## src/rtl/immext_pipe.sv

```systemverilog
// Immediate extender feeding a 2-entry output FIFO with a valid/ready handshake
// on both sides and a wrapping count of completed output transfers.
module immext_pipe #(
    parameter int IN_W  = 16,
    parameter int OUT_W = 32,
    parameter int CNT_W = 8
) (
    input  logic             clk,
    input  logic             rst_n,
    input  logic             in_valid,
    output logic             in_ready,
    input  logic [IN_W-1:0]  in_imm,
    input  logic [1:0]       in_mode,
    output logic             out_valid,
    input  logic             out_ready,
    output logic [OUT_W-1:0] out_data,
    output logic [CNT_W-1:0] xfer_cnt
);

    generate
        if (OUT_W < IN_W + 2 || CNT_W < 1) begin : g_bad_params
            $error("immext_pipe: need OUT_W >= IN_W+2 and CNT_W >= 1");
        end
    endgenerate

    typedef enum logic [1:0] {
        EMPTY = 2'd0,
        ONE   = 2'd1,
        FULL  = 2'd2
    } occ_t;

    occ_t             state, state_nxt;
    logic [OUT_W-1:0] e0, e1;
    logic [OUT_W-1:0] sext, ext;
    logic             accept, xfer;

    // Extension is formed combinationally from the live inputs and only
    // captured on an accepting edge, so idle-cycle inputs never matter.
    always_comb begin
        // NOTE: every always_comb output gets a default first so no path can infer a latch.
        ext  = '0;
        sext = {{(OUT_W-IN_W){in_imm[IN_W-1]}}, in_imm};
        case (in_mode)
            2'b00:   ext = {{(OUT_W-IN_W){1'b0}}, in_imm};
            2'b01:   ext = sext;
            2'b10:   ext = {in_imm, {(OUT_W-IN_W){1'b0}}};
            default: ext = {sext[OUT_W-3:0], 2'b00};
        endcase
    end

    always_ff @(posedge clk or negedge rst_n) begin
        // NOTE: sequential state uses non-blocking assignments so all registers update together.
        if (!rst_n) state <= EMPTY;
        else        state <= state_nxt;
    end

    always_comb begin
        state_nxt = state;
        in_ready  = (state != FULL);
        out_valid = (state != EMPTY);
        accept    = in_valid && in_ready;
        xfer      = out_valid && out_ready;
        case (state)
            EMPTY:   if (accept) state_nxt = ONE;
            ONE: begin
                if (accept && !xfer)      state_nxt = FULL;
                else if (!accept && xfer) state_nxt = EMPTY;
            end
            FULL:    if (xfer) state_nxt = ONE;
            default: state_nxt = EMPTY;
        endcase
    end

    always_ff @(posedge clk or negedge rst_n) begin
        // NOTE: the two entries are reset explicitly so out_data reads 0 during reset and stale data cannot leak out.
        if (!rst_n) begin
            e0 <= '0;
            e1 <= '0;
        end else begin
            case (state)
                EMPTY: if (accept) e0 <= ext;
                ONE: begin
                    if (accept && xfer) e0 <= ext;
                    else if (accept)    e1 <= ext;
                end
                FULL:  if (xfer) e0 <= e1;
                default: ;
            endcase
        end
    end

    always_ff @(posedge clk or negedge rst_n) begin
        if (!rst_n)    xfer_cnt <= '0;
        else if (xfer) xfer_cnt <= xfer_cnt + 1'b1;
    end

    assign out_data = e0;

endmodule

```

## config.mk

```make
export PLATFORM = sky130hd
export DESIGN_NAME = immext_pipe
export DESIGN_NICKNAME = d
export VERILOG_FILES = /design/src/rtl/immext_pipe.sv
export SDC_FILE = /design/constraint.sdc
export NUM_CORES = 1
export LEC_CHECK = 0
export ABC_AREA = 1
export BUFFER_PORTS_ARGS = -buffer_cell sky130_fd_sc_hd__buf_4
export CAP_MARGIN = 20
export CORE_MARGIN = 3
export CORE_UTILIZATION = 40
export DETAILED_ROUTE_END_ITERATION = 16
export GPL_TIMING_DRIVEN = 0
export PLACE_DENSITY = 0.64
export SLEW_MARGIN = 25
export SYNTH_ARGS = -nofsm -noshare
export SYNTH_HDL_FRONTEND = slang
export SYNTH_SLANG_ARGS = --single-unit
export TNS_END_PERCENT = 100
```

## constraint.sdc

```tcl
create_clock -name clk -period 3.83 [get_ports clk]
set_input_delay 0.1915 -clock clk [delete_from_list [all_inputs] [get_ports clk]]
set_output_delay 0.1915 -clock clk [all_outputs]
set_load 0.005 [all_outputs]
```

==> implementation parameters <==
Parameter                              Value

Synth
  Leading area contributor after synthesis    sky130_fd_sc_hd__dfrtp_1
  Total of flip-flops plus latches after synthesis    between 70 and 80
  Net count after synthesis    ~550
  Summed instance area of the synthesized netlist    between 0.003 and 0.004 mm^2
  Gate count after technology mapping    524
  Area share of the leading cell type in the synthesized netlist    just under 50%
  Dominant combinational cell family by area after synthesis    simple AND/OR/NAND/NOR gates
  Post-Synth XOR/XNOR Area    less than 1%
  Sequential cell area fraction in the yosys report    between 40% and 50%
  Warnings, synthesis    0
  Synthesized area divided by synthesized cell count    approximately 7.2 um^2
  Cells taking the most area after synthesis    sky130_fd_sc_hd__dfrtp_1 (49%), sky130_fd_sc_hd__nand2_1 (31%), sky130_fd_sc_hd__nand3_1 (5.3%)
  Share of the synthesized area in compound gates (AO/OA/AOI/OAI)    2.043%
  Multiplexer fraction of the synthesized cell area    0%
  Cell variety after synth    24
  Adder-cell share of the synthesized area    less than 1%
  Share of synthesized cell area in and, or, nand and nor gates    40.63%

Timing
  Time the worst path needs with I/O delays and setup    between 2000 and 2500 ps
  Unrepaired setup endpoints after global routing    false
  Worst slew pin tran    between 600 and 700 ps
  Remaining max-slew budget at the tightest pin    a little over half
  Final cycle utilization of the critical path    roughly 53%
  Achievable frequency    between 400 and 500 MHz
  Count of endpoints failing setup in the final report    0
  Total Negative Setup Slacks    0 ps
  Final critical-path setup slack    ~1800 ps
  Max-slew violations    0
  Final Hold Violating Endpoints    0
  Post-Route Skew    11.54 ps
  Worst hold margin    170.5 ps

Final layout
  Seq. cell area    approximately 0.0019 mm^2
  Fin nets    roughly 620
  Antenna diode count    0
  Layout Cell Area excl Fill    0.004674 mm^2
  Commonest cells after routing, fill and taps aside    sky130_fd_sc_hd__nand2_1 (315), sky130_fd_sc_hd__dfrtp_1 (74), sky130_fd_sc_hd__buf_4 (67)
  Area of the multi-input gates    between 0.0015 and 0.002 mm^2
  Most common library cell in the layout ignoring fill and taps    sky130_fd_sc_hd__nand2_1
  Signed area change from the synthesized netlist to the final layout    23.10%
  # fillers    900
  Fraction of layout instances using a drive strength above 1    19.93%

Routing
  Violation count after the first detailed-routing iteration    roughly 180
  ANT nets after route    0
  Post-DR vias/cell    4.699
  Total via count after detailed routing    around 3.4k
  Routed wire length per instance    about 13 um
  Total Wirelength    just under 10,000 um
  DRC    0
  1st-pass router iterations    4

Floorplan
  Floorplan die area    around 0.011 mm^2
  Die boundary width    a little over 100 um
  Effective utilization at floorplan    42.31%
  Core footprint    between 0.008 and 0.009 mm^2
  Count of pins on the block boundary    between 60 and 70
  Die Span Y    a little over 100 um
  Number of rows created at floorplan    34

Global route
  Antenna violations before repair    0
  Remaining global-route overflow    0
  Met2 Track Usage GR    29.85%
  Total Routing Usage GR    a little under a fifth
  Most congested layer reported by global routing    met2
  Maximum number of pins on one net before global-route repair    75
  Via count of the first global-routing pass    roughly 3.3k
  Met1 layer usage reported by global route    between 20% and 30%
  Global-route wire length before repair    around 16,000 um
  GRT met3 Usage    ~4.6%

Critical path
  Longest individual stage delay on the worst path    approximately 430 ps
  Capture point of the worst path    out_data[6]$_DFFE_PN0P_
  Reg2Reg Capture Point    out_data[6]$_DFFE_PN0P_
  Data arrival time of the worst path    2270 ps
  Slowest cell on the critical path    sky130_fd_sc_hd__dfrtp_1
  Critical Setup Path Class    flip-flop to flip-flop
  Nature of the critical path endpoint    flip-flop
  Peak fanout along the critical path    10
  Reg-to-reg critical path startpoint    state[1]$_DFFE_PN0P_
  CP Cell Sequence    inv_2, nor2_4, buf_2, nor2_1, ha_1, nand2_1, nand2_1, nand3_2, buf_2, nand2_1, nand2_1
  Origin of the worst setup path    state[1]$_DFFE_PN0P_
  Register-to-register setup slack    about 1800 ps
  Data required time at the worst endpoint    roughly 4100 ps
  Startpoint types    flip-flop
  Register-to-Register Path Depth    11
  Number of logic stages on the critical path including buffering    11
  Kind of cell adding the most delay to the critical path    simple AND/OR/NAND/NOR gates
  Cell repeated most along the worst path    sky130_fd_sc_hd__nand2_1
  Buffers plus inverters on the worst setup path    3

CTS
  Max H-tree Level    3
  Number of buffers inserted for hold repair after clock tree synthesis    0
  Clock tree root driver cell    sky130_fd_sc_hd__clkbuf_8
  Clock insertion delay at the later pin of the skew report    350 ps
  Maximum clock path buffer count    2
  Clock tree from TritonCTS    built
  Post-cts resize count    0
  Clk slew on worst S/H paths    about 80 ps
  Post-CTS setup repair buffer count    0
  Clock sink count    74
  Clock buffers created by TritonCTS    9

Power and ir drop
  Static Leakage    between 2 and 3 nW
  Cell Pwr Density    roughly 730 mW/mm^2
  Peak supply drop    around 0.00031 V
  Total power of the final layout    ~3.4 mW

Place
  Final GP Congestion    between 0.9 and 1
  PortBufs    62
  Placed instance area    about 0.0044 mm^2
  Hpwl dp    just over 7000 um
  Worst slack, placed    about 1800 ps

Job
  Max Cap Viol    0

Run status
  Run status    complete, no violations

Hold path
  HP Class    input port to flip-flop
## worst min-delay path by stage
stage / startpoint / endpoint / depth (start not counted)
2_1_floorplan: rst_n / e1[0]$_DFFE_PN0P_ / 0
3_3_place_gp: rst_n / xfer_cnt[4]$_DFFE_PN0P_ / 1
3_5_place_dp: rst_n / xfer_cnt[3]$_DFFE_PN0P_ / 1
4_1_cts: rst_n / xfer_cnt[3]$_DFFE_PN0P_ / 1
5_1_grt: out_ready / xfer_cnt[1]$_DFFE_PN0P_ / 4
6_report: out_ready / xfer_cnt[1]$_DFFE_PN0P_ / 4
## cell usage after synthesis (all sizes together)
master,n
buf,25
nand4,2
o21ai,13
nand2,320
o21a,1
nand3,42
a21oi,1
inv,24
dfrtp,74
clkbuf,1
ha,3
or2,1
nor2,13
xor2,4
## registers in the layout, indices dropped and copies added (netlist names)
name      count
e1           32
xfer_cnt      8
out_data     32
state         2
## tightest hold or removal path, stage by stage
cell                      delay [ps]
sky130_fd_sc_hd__buf_4            90
sky130_fd_sc_hd__nand2_2          90
sky130_fd_sc_hd__nand2_1          70
sky130_fd_sc_hd__nand2_1          50
## metrics by stage
step           std cells  util (%)
6_report             728     52.08
4_1_cts              727     51.92
2_1_floorplan        524         -
3_3_place_gp         712     49.25
5_1_grt              728     52.08
3_5_place_dp         712     49.25
## final cells by class
class / count / share of cell area (%)
Buffer: 26 / 3.480
Tap cell: 126 / 3.373
Clock inverter: 5 / 2.195
Clock buffer: 10 / 2.944
Timing Repair Buffer: 63 / 10.25
Sequential cell: 74 / 39.61
Inverter: 24 / 1.927
Multi-Input combinational cell: 400 / 36.22
## power by group
group | internal [mW] | total, mW | switching, mW
clock | 0.446 | 0.742 | 0.296
sequential | 1.11 | 1.31 | 0.197
combinational | 0.589 | 1.37 | 0.783
total | 2.15 | 3.42 | 1.28
## cells by family after synthesis
| group | Yosys count |
|---|---|
| XOR/XNOR | 4 |
| adder cells (fa/ha/maj) | 3 |
| flip-flops | 74 |
| buffers and inverters | 50 |
| AND/OR/NAND/NOR | 378 |
| AO/OA/AOI/OAI | 15 |
## metal layers
metal / vias to the layer above / part of all wire (%)
li1: 1747 / -
met1: 1573 / 48
met2: 94 / 45
met3: 7 / 6.3
met4: 0 / 0.61
met5: - / 0
Power figures use the tool's default switching activity.
